`src/rtl/latency_stats_pkg.sv`:
```
// Shared widths, the per-sample pipeline record and the saturating increment
// used by every statistics counter.
package latency_stats_pkg;

  localparam int unsigned DEF_DATA_W    = 256;
  localparam int unsigned DEF_TS_W      = 64;
  localparam int unsigned DEF_CNT_W     = 32;
  localparam int unsigned DEF_SUM_W     = 64;
  localparam int unsigned DEF_NUM_BINS  = 16;
  localparam int unsigned DEF_BIN_SHIFT = 4;
  localparam int unsigned MAX_W         = 64;

  typedef struct packed {
    logic [DEF_TS_W-1:0] delta;
    logic                valid;
    logic                neg;
  } lat_sample_t;

  // Increment v, treating it as a w-bit counter that sticks at all-ones.
  function automatic logic [MAX_W-1:0] sat_inc(input logic [MAX_W-1:0] v, input int unsigned w);
    logic [MAX_W-1:0] lim;
    lim = (w >= MAX_W) ? '1 : ((MAX_W'(1) << w) - MAX_W'(1));
    return (v >= lim) ? v : v + MAX_W'(1);
  endfunction

endpackage

```
`src/rtl/latency_stats_collector_if.sv`:
```
// Record stream handshake bundle (data, valid, ready, last).
interface latency_stats_collector_if
  import latency_stats_pkg::*;
#(
  parameter int unsigned DATA_W = DEF_DATA_W
);
  logic [DATA_W-1:0] tdata;
  logic              tvalid;
  logic              tready;
  logic              tlast;

  modport master (output tdata, tvalid, tlast, input tready);
  modport slave  (input tdata, tvalid, tlast, output tready);
endinterface

```
`src/rtl/latency_histogram.sv`:
```
// Linear latency histogram: clamped bin select, saturating per-bin counters,
// synchronous clear and a registered read port returning pre-update contents.
module latency_histogram
  import latency_stats_pkg::*;
#(
  parameter int unsigned NUM_BINS  = DEF_NUM_BINS,
  parameter int unsigned BIN_SHIFT = DEF_BIN_SHIFT,
  parameter int unsigned CNT_W     = DEF_CNT_W,
  parameter int unsigned TS_W      = DEF_TS_W
) (
  input  logic                        clk,
  input  logic                        rst,
  input  logic                        i_clear,
  input  logic                        i_inc_en,
  input  logic [TS_W-1:0]             i_delta,
  input  logic [$clog2(NUM_BINS)-1:0] i_rd_addr,
  output logic [CNT_W-1:0]            o_rd_data
);

  logic [TS_W-1:0]             w_bin_raw;
  logic [$clog2(NUM_BINS)-1:0] w_bin;
  logic [CNT_W-1:0]            r_bins [NUM_BINS];
  logic [CNT_W-1:0]            r_rd_data;

  // Anything at or beyond the last bin boundary lands in the overflow bin.
  assign w_bin_raw = i_delta >> BIN_SHIFT;
  assign w_bin     = (w_bin_raw >= TS_W'(NUM_BINS - 1)) ? ($clog2(NUM_BINS))'(NUM_BINS - 1)
                                                        : w_bin_raw[$clog2(NUM_BINS)-1:0];

  always_ff @(posedge clk or posedge rst) begin
    if (rst) begin
      for (int unsigned i = 0; i < NUM_BINS; i++) r_bins[i] <= '0;
    end else if (i_clear) begin
      for (int unsigned i = 0; i < NUM_BINS; i++) r_bins[i] <= '0;
    end else if (i_inc_en) begin
      r_bins[w_bin] <= CNT_W'(sat_inc(MAX_W'(r_bins[w_bin]), CNT_W));
    end
  end

  always_ff @(posedge clk or posedge rst) begin
    if (rst) r_rd_data <= '0;
    else     r_rd_data <= r_bins[i_rd_addr];
  end

  assign o_rd_data = r_rd_data;

endmodule

```
`src/rtl/latency_stats_collector.sv`:
```
// Forwards event records through one register stage with their latency in tuser,
// and keeps min/max/sum/count/negative statistics plus a latency histogram.
module latency_stats_collector
  import latency_stats_pkg::*;
#(
  parameter int unsigned DATA_W    = DEF_DATA_W,
  parameter int unsigned TS_W      = DEF_TS_W,
  parameter int unsigned TS_LSB    = 0,
  parameter int unsigned NUM_BINS  = DEF_NUM_BINS,
  parameter int unsigned BIN_SHIFT = DEF_BIN_SHIFT,
  parameter int unsigned CNT_W     = DEF_CNT_W,
  parameter int unsigned SUM_W     = DEF_SUM_W
) (
  input  logic                        clk,
  input  logic                        rst,
  latency_stats_collector_if.slave    s_axis,
  input  logic [TS_W-1:0]             pl_now,
  latency_stats_collector_if.master   m_axis,
  output logic [TS_W-1:0]             m_axis_tuser,
  input  logic                        clear,
  input  logic                        freeze,
  input  logic [$clog2(NUM_BINS)-1:0] rd_addr,
  output logic [CNT_W-1:0]            rd_data,
  output logic [TS_W-1:0]             stat_min,
  output logic [TS_W-1:0]             stat_max,
  output logic [SUM_W-1:0]            stat_sum,
  output logic [CNT_W-1:0]            stat_count,
  output logic [CNT_W-1:0]            stat_neg_count
);

  logic              w_accept;
  logic              w_ts_ok;
  logic [TS_W-1:0]   w_ts;
  logic [TS_W-1:0]   w_delta;
  logic [TS_W-1:0]   w_smp_delta;
  logic              w_upd_valid;
  logic              w_upd_neg;
  logic [SUM_W:0]    w_sum_ext;

  logic              r_tvalid;
  logic              r_tlast;
  logic [DATA_W-1:0] r_tdata;
  logic [TS_W-1:0]   r_tuser;
  lat_sample_t       r_smp;
  logic [TS_W-1:0]   r_min;
  logic [TS_W-1:0]   r_max;
  logic [SUM_W-1:0]  r_sum;
  logic [CNT_W-1:0]  r_count;
  logic [CNT_W-1:0]  r_neg_count;

  assign s_axis.tready = !r_tvalid || m_axis.tready;
  assign w_accept      = s_axis.tvalid && s_axis.tready;
  assign w_ts          = s_axis.tdata[TS_LSB +: TS_W];
  assign w_ts_ok       = pl_now >= w_ts;
  assign w_delta       = w_ts_ok ? (pl_now - w_ts) : '0;

  always_ff @(posedge clk or posedge rst) begin
    if (rst) begin
      r_tvalid <= 1'b0;
      r_tlast  <= 1'b0;
      r_tdata  <= '0;
      r_tuser  <= '0;
    end else if (s_axis.tready) begin
      r_tvalid <= s_axis.tvalid;
      if (w_accept) begin
        r_tdata <= s_axis.tdata;
        r_tuser <= w_delta;
        r_tlast <= s_axis.tlast;
      end
    end
  end

  // Sample stage decouples statistics from downstream backpressure.
  always_ff @(posedge clk or posedge rst) begin
    if (rst) begin
      r_smp <= '0;
    end else begin
      r_smp.delta <= DEF_TS_W'(w_delta);
      r_smp.valid <= w_accept && w_ts_ok;
      r_smp.neg   <= w_accept && !w_ts_ok;
    end
  end

  assign w_smp_delta = TS_W'(r_smp.delta);
  assign w_upd_valid = r_smp.valid && !freeze;
  assign w_upd_neg   = r_smp.neg && !freeze;
  assign w_sum_ext   = {1'b0, r_sum} + (SUM_W + 1)'(w_smp_delta);

  always_ff @(posedge clk or posedge rst) begin
    if (rst) begin
      r_min       <= '1;
      r_max       <= '0;
      r_sum       <= '0;
      r_count     <= '0;
      r_neg_count <= '0;
    end else if (clear) begin
      r_min       <= '1;
      r_max       <= '0;
      r_sum       <= '0;
      r_count     <= '0;
      r_neg_count <= '0;
    end else begin
      if (w_upd_valid) begin
        r_count <= CNT_W'(sat_inc(MAX_W'(r_count), CNT_W));
        r_sum   <= w_sum_ext[SUM_W] ? '1 : w_sum_ext[SUM_W-1:0];
        if (w_smp_delta < r_min) r_min <= w_smp_delta;
        if (w_smp_delta > r_max) r_max <= w_smp_delta;
      end
      if (w_upd_neg) r_neg_count <= CNT_W'(sat_inc(MAX_W'(r_neg_count), CNT_W));
    end
  end

  latency_histogram #(
    .NUM_BINS  (NUM_BINS),
    .BIN_SHIFT (BIN_SHIFT),
    .CNT_W     (CNT_W),
    .TS_W      (TS_W)
  ) u_hist (
    .clk       (clk),
    .rst       (rst),
    .i_clear   (clear),
    .i_inc_en  (w_upd_valid),
    .i_delta   (w_smp_delta),
    .i_rd_addr (rd_addr),
    .o_rd_data (rd_data)
  );

  assign m_axis.tvalid  = r_tvalid;
  assign m_axis.tdata   = r_tdata;
  assign m_axis.tlast   = r_tlast;
  assign m_axis_tuser   = r_tuser;
  assign stat_min       = r_min;
  assign stat_max       = r_max;
  assign stat_sum       = r_sum;
  assign stat_count     = r_count;
  assign stat_neg_count = r_neg_count;

endmodule

```
`src/flat_wrapper.sv`:
```
// flat-port wrapper written by rule: the top's interface ports become plain ports
module latency_stats_collector_flat import latency_stats_pkg::*;
#(
  parameter int unsigned DATA_W    = DEF_DATA_W,
  parameter int unsigned TS_W      = DEF_TS_W,
  parameter int unsigned TS_LSB    = 0,
  parameter int unsigned NUM_BINS  = DEF_NUM_BINS,
  parameter int unsigned BIN_SHIFT = DEF_BIN_SHIFT,
  parameter int unsigned CNT_W     = DEF_CNT_W,
  parameter int unsigned SUM_W     = DEF_SUM_W
)
  (clk, rst, pl_now, m_axis_tuser, clear, freeze, rd_addr, rd_data, stat_min, stat_max, stat_sum, stat_count, stat_neg_count, s_axis_tdata, s_axis_tvalid, s_axis_tlast, s_axis_tready, m_axis_tdata, m_axis_tvalid, m_axis_tlast, m_axis_tready);
  latency_stats_collector_if #(.DATA_W(DATA_W)) s_axis_i ();
  latency_stats_collector_if #(.DATA_W(DATA_W)) m_axis_i ();
  input  logic clk;
  input  logic rst;
  input  logic [TS_W-1:0] pl_now;
  output logic [TS_W-1:0] m_axis_tuser;
  input  logic clear;
  input  logic freeze;
  input  logic [$clog2(NUM_BINS)-1:0] rd_addr;
  output logic [CNT_W-1:0] rd_data;
  output logic [TS_W-1:0] stat_min;
  output logic [TS_W-1:0] stat_max;
  output logic [SUM_W-1:0] stat_sum;
  output logic [CNT_W-1:0] stat_count;
  output logic [CNT_W-1:0] stat_neg_count;
  input wire logic [$bits(s_axis_i.tdata)-1:0] s_axis_tdata;
  input wire logic [$bits(s_axis_i.tvalid)-1:0] s_axis_tvalid;
  input wire logic [$bits(s_axis_i.tlast)-1:0] s_axis_tlast;
  output wire logic [$bits(s_axis_i.tready)-1:0] s_axis_tready;
  output wire logic [$bits(m_axis_i.tdata)-1:0] m_axis_tdata;
  output wire logic [$bits(m_axis_i.tvalid)-1:0] m_axis_tvalid;
  output wire logic [$bits(m_axis_i.tlast)-1:0] m_axis_tlast;
  input wire logic [$bits(m_axis_i.tready)-1:0] m_axis_tready;
  assign s_axis_i.tdata = s_axis_tdata;
  assign s_axis_i.tvalid = s_axis_tvalid;
  assign s_axis_i.tlast = s_axis_tlast;
  assign s_axis_tready = s_axis_i.tready;
  assign m_axis_tdata = m_axis_i.tdata;
  assign m_axis_tvalid = m_axis_i.tvalid;
  assign m_axis_tlast = m_axis_i.tlast;
  assign m_axis_i.tready = m_axis_tready;
  latency_stats_collector #(.DATA_W(DATA_W), .TS_W(TS_W), .TS_LSB(TS_LSB), .NUM_BINS(NUM_BINS), .BIN_SHIFT(BIN_SHIFT), .CNT_W(CNT_W), .SUM_W(SUM_W)) u_core (.clk(clk), .rst(rst), .s_axis(s_axis_i), .pl_now(pl_now), .m_axis(m_axis_i), .m_axis_tuser(m_axis_tuser), .clear(clear), .freeze(freeze), .rd_addr(rd_addr), .rd_data(rd_data), .stat_min(stat_min), .stat_max(stat_max), .stat_sum(stat_sum), .stat_count(stat_count), .stat_neg_count(stat_neg_count));
endmodule
```
`config.mk`:
```
export PLATFORM = sky130hd
export DESIGN_NAME = latency_stats_collector_flat
export DESIGN_NICKNAME = d
export VERILOG_FILES = /design/src/rtl/latency_stats_pkg.sv /design/src/rtl/latency_stats_collector_if.sv /design/src/rtl/latency_histogram.sv /design/src/rtl/latency_stats_collector.sv /design/src/flat_wrapper.sv
export SDC_FILE = /design/constraint.sdc
export NUM_CORES = 2
export LEC_CHECK = 0
export CAP_MARGIN = 10
export CORE_UTILIZATION = 35
export DETAILED_ROUTE_END_ITERATION = 12
export SLEW_MARGIN = 40
export SYNTH_ARGS = -nofsm -noshare
export SYNTH_HDL_FRONTEND = slang
export SYNTH_SLANG_ARGS = --single-unit
```
`constraint.sdc`:
```
create_clock -name clk -period 134.3 [get_ports clk]
set_input_delay 40.29 -clock clk [delete_from_list [all_inputs] [get_ports clk]]
set_output_delay 40.29 -clock clk [all_outputs]
set_load 0.02 [all_outputs]
```
# Word level (Yosys, flattened, before mapping)
# Index checks and enable logic that the tools add are counted.
# W data, S select, Z words.
[op_classes]
n_bitwise = 2
div = 0
reduce_logical = 19
n_addsub = 5
shifts = 0
n_eq_ne = 2
n_mul = 0
magnitude_cmp = 10
mux = 29
[ops]
columns = ["cell", "n"]
rows = [
  ["$mux W512", 2],
  ["$mux W64", 10],
  ["$bwmux W512", 1],
  ["$mux W32", 12],
  ["$bmux W32 S4", 2],
  ["$demux W32 S4", 1],
  ["$add A32 B1 Y32 const B", 3],
  ["$ge A32 B32 Y1 const B", 3],
  ["$add A64 B64 Y65", 1],
  ["$ge A64 B64 Y1", 1],
  ["$gt A64 B64 Y1", 1],
  ["$lt A64 B64 Y1", 1],
  ["$sub A64 B64 Y64", 1],
  ["$ge A60 B4 Y1 const B", 1],
  ["$ge A5 B5 Y1 const B", 2],
  ["$not A4 Y5", 2],
  ["$reduce_and A2 Y1", 5],
  ["$reduce_bool A2 Y1", 4],
  ["$logic_and A1 B1 Y1", 6],
  ["$lt A5 B1 Y1 const B", 1],
  ["$mux W4", 1],
  ["$ne A2 B2 Y1 const B", 2],
  ["$logic_not A1 Y1", 3],
  ["$logic_or A1 B1 Y1", 1],
]
[word_totals]
word_cells = 96
ram_bits = 0
in_bits = 331
romBits = 0
mem_count = 0
regBits = 1188
latchBits = 0

# Longest topological paths before layout
[depth]
depth_word = 11
mapped_depth = 21

# By module
# From an unflattened synthesis, not the netlist that was laid out.
[hier_totals]
hier_cells = 6590
area_unflattened_um2 = 62373.6
[by_module_without_submodules]
columns = ["module", "seq_area_each_um2", "n_inst", "cells_per_inst", "area_per_inst_um2"]
rows = [
  ["latency_stats_collector", 16195.5, 1, 3887, 35028.6],
  ["latency_histogram", 13613.1, 1, 2703, 27345.0],
]

# Worst setup path after synthesis
# No wires, ideal clock.
[synth_path]
kind = "input to output"
from = "in m_axis_tready"
to = "out s_axis_tready"
arrival_time_ns = 40.533
cell_stages = 1
path_slack_ns = 53.477
required_time_ns = 94.010
path_buffers = 0
cell_sequence = "nand2b_1"
[synth_via]
elab_chain_len = 1
[synth_lines]
columns = ["item", "line_no", "source"]
rows = [
  ["start: declaration", "flat_wrapper.sv:35", "input wire logic [$bits(m_axis_i.tready)-1:0] m_axis_tready;"],
  ["$logic_or A1 B1 Y1", "latency_stats_collector.sv:51", "assign s_axis.tready = !r_tvalid || m_axis.tready;"],
  ["end: declaration", "flat_wrapper.sv:31", "output wire logic [$bits(s_axis_i.tready)-1:0] s_axis_tready;"],
]
# Every way passes these cells.

# Final worst setup path
# Same ends and word-level chain as after synthesis.

==> impl_metrics.json <==
{
  "status": "complete, no violations",
  "r2r_cells": 14,
  "die_h_um": 423,
  "port_buffers": 941,
  "dr_wl_met3_um": 24200,
  "fin_nets": 7912,
  "synthDistinctLibCells": 78,
  "r2r_slack_ns": 127.27,
  "post-route-period-util_pct": 61.3,
  "syn_to_final_growth_pct": 27.4,
  "r2r-start": "u_core.w_smp_delta[41]",
  "routed_wl_um": 280000,
  "tightest_slew_ns": 0.903,
  "cts_root_buf": "clkbuf_16",
  "synth_cells": 6577,
  "crit_arrival_ns": 42.05,
  "startpoint_type": "input port",
  "period_needed_ns": 82.34,
  "cp_common_cell": "clkdlybuf4s50_1",
  "synth_edf_count": 0,
  "postCtsSetupBuffers": 0,
  "slew_violations": 0,
  "drc": 0,
  "tritoncts": "done",
  "antenna_found_initial": 42,
  "powerDensity_nw_per_um2": 12.4,
  "core-area_um2": 176000,
  "synth_xor_xnor_area_share_pct": 2.51,
  "drt_pass1_iterations": 8,
  "cp-end-kind": "output port",
  "fill_cells": 16800,
  "design_area_um2": 79100,
  "fin_setup_tns_ns": 0,
  "grt_pass1_vias": 54900,
  "synth.avg_cell_area_um2": 9.44,
  "synth_flop_cell": "dfrtp_1",
  "synth_top_family_by_area": "simple AND/OR/NAND/NOR gates",
  "vias": 56500,
  "finClkSkew_ns": 0.0342,
  "htreeDepth": 4,
  "hold_path_depth": 2,
  "wl_per_cell_um": 28.6,
  "path_cells": "clkdlybuf4s50_1 > nand2b_1 > buf_4 > clkdlybuf4s50_1",
  "placed_cell_area_um2": 74200,
  "seq_area_frac_synth_pct": 48.0,
  "pre_cts_ws_ns": 51.88,
  "layout_commonest_cell": "nand2_1",
  "setup_viol": 0,
  "yosys.area_share.simple_pct": 17.0,
  "syn_area_um2": 62100,
  "synth-compound-area-share_pct": 15.5,
  "ys_ff_latch": 1188,
  "met2_length_um": 129000,
  "max_stage_delay_ns": 0.64,
  "cts.clk_slew.worst_paths_ns": 0.06,
  "clk_latency_ns": 0.81,
  "dr.max_layer_used": "met5",
  "slowest_stage": "clkdlybuf4s50_1",
  "met1_length_um": 108000,
  "layout_setup_ws_ns": 51.96,
  "grt_overflow": 0,
  "cts_buffer_depth": 3,
  "crit_type": "input port to output port",
  "hold_buffers": 0,
  "vias_per_cell": 5.77,
  "grt_pass1_wl_um": 399000,
  "drv_cap": 0,
  "async_flop_share_pct": 100,
  "pin_count": 942,
  "cts_resized": 0,
  "ir_worst_vdd_mv": 0.0112,
  "clkSinkCount": 1188,
  "grt_max_degree": 193,
  "fin_cells": 9779,
  "cp.required_ns": 94.01,
  "synth_mux_area_share_pct": 7.55,
  "gp_congestion": 0.973,
  "hold_viol": 0,
  "clock.fmax_mhz": 12.1,
  "row_count": 154,
  "first_iter_violations": 5900,
  "synth_area_leaders": "dfrtp_1 (45%), nand2_1 (8.0%), mux4_2 (5.8%), o21ai_0 (5.6%), ha_1 (5.2%)",
  "dp_cells": 9509,
  "netlist.area_leader.share_pct": 45.3,
  "syn_nets": 7168,
  "p_total_w": 0.000985,
  "yosys.area_share.adder_pct": 5.26,
  "initial_utilization_pct": 35.3,
  "cts_buffers": 144,
  "min_from": "u_core.m_axis_tuser[21]",
  "r2r-end": "u_core.u_hist.r_bins[476]",
  "multi_input_area_um2": 30300,
  "grt_usage_pct": 30.5,
  "seqCellArea_um2": 29800,
  "path_buf_inv": 3,
  "crit_path_max_fanout": 4,
  "drive_gt1_share_pct": 9.43,
  "maxSlewHeadroom_pct": 39.8,
  "critPathTopFamily": "buffers and inverters",
  "leakage_nw": 34.5,
  "synth_top_area_cell": "dfrtp_1",
  "hold-path-endpoint": "u_core.m_axis_tuser[21]",
  "hp-class": "flip-flop to flip-flop",
  "ys_warn_count": 0,
  "dpl.hpwl_um": 200000,
  "die-area_um2": 179000,
  "final_cell_mix": "nand2_1 (1320), dfrtp_1 (1124), clkdlybuf4s50_1 (936)",
  "die_w_um": 423,
  "ant_nets": 0,
  "rsz0062_at_grt": "no"
}
-- kinds of logic after synthesis --
group / after synthesis
AND/OR/NAND/NOR: 2436
adder cells (fa/ha/maj): 260
AO/OA/AOI/OAI: 1574
multiplexers: 264
flip-flops: 1188
buffers and inverters: 678
XOR/XNOR: 177
-- tightest hold or removal path, stage by stage, from the launching register on --
cell	delay (ns)
dfrtp_1	0.34
nand2_1	0.05
o31ai_1	0.05
-- metal layers --
metal	vias to the layer above	GRT usage, %
met5	-	0
met4	6	18.1
met3	641	7.32
met2	2891	48.3
met1	28300	37.8
li1	24700	-
-- registers in the layout, summed over array words and instances (netlist names), 2 cells and up --
signal,count
u_core.u_hist.o_rd_data,32
u_core.m_axis_tuser,64
u_core.w_smp_delta,64
u_core.stat_neg_count,32
u_core.stat_max,64
u_core.r_smp,2
u_core.stat_count,32
u_core.stat_sum,64
u_core.stat_min,64
u_core.u_hist.r_bins,512
u_core.m_axis.tdata,256
-- through the flow --
step                      hold WS (ns)  util, %
final                            0.475     44.9
after global routing             0.486     44.9
after CTS                        0.477     44.8
after detailed placement         0.461     42.1
after global placement           0.459     41.9
after floorplan                  0.459        -
-- power by group --
part	switching (W)	internal, W
clock	0.000162	0.000235
sequential	0.0000226	0.000377
combinational	0.000118	0.0000705
-- area by class of cell --
class                      count  area share [%]
tap                         2340            3.70
timing repair buffer        1047            13.3
multi-input combinational   4711            38.2
sequential                  1188            37.7
clock buffer                 205            5.33
inverter                     229            1.10
antenna                       16          0.0506
clock inverter                43           0.636
-- how the worst max path moves through the flow --
stage	from	end	slack, ns	cells after the start
2_1_floorplan	m_axis_tready	s_axis_tready	53.48	1
3_3_place_gp	m_axis_tready	s_axis_tready	51.87	4
3_5_place_dp	m_axis_tready	s_axis_tready	51.88	4
4_1_cts	m_axis_tready	s_axis_tready	51.88	4
5_1_grt	m_axis_tready	s_axis_tready	51.94	4
6_report	m_axis_tready	s_axis_tready	51.96	4
-- synthesized netlist by cell type (5+ instances only) --
cell type	count
dfrtp_1	1124
o21ai_0	701
nor2_1	380
buf_4	6
o21a_1	21
nor2b_1	28
xnor2_1	86
a22o_1	64
clkbuf_1	372
mux2i_1	67
nand2b_1	37
a21o_1	124
a21oi_1	271
a31oi_1	29
o21bai_1	19
o31ai_1	36
dfstp_2	64
nand2_1	1323
a221oi_1	9
a2111oi_0	5
a21boi_0	6
o21ai_1	9
nand4_1	87
buf_2	31
buf_1	38
mux4_2	160
nor4_1	24
a31o_2	8
nor3_1	355
and4_1	23
or3_1	20
o41ai_1	107
nand3_1	70
a41oi_1	5
inv_1	229
a211oi_1	77
and2_1	18
o211ai_1	12
o22ai_1	42
or2_2	17
mux2_2	37
ha_1	258
xor2_1	90
and3_1	32
No activity file was read; power rests on OpenSTA's default activity.
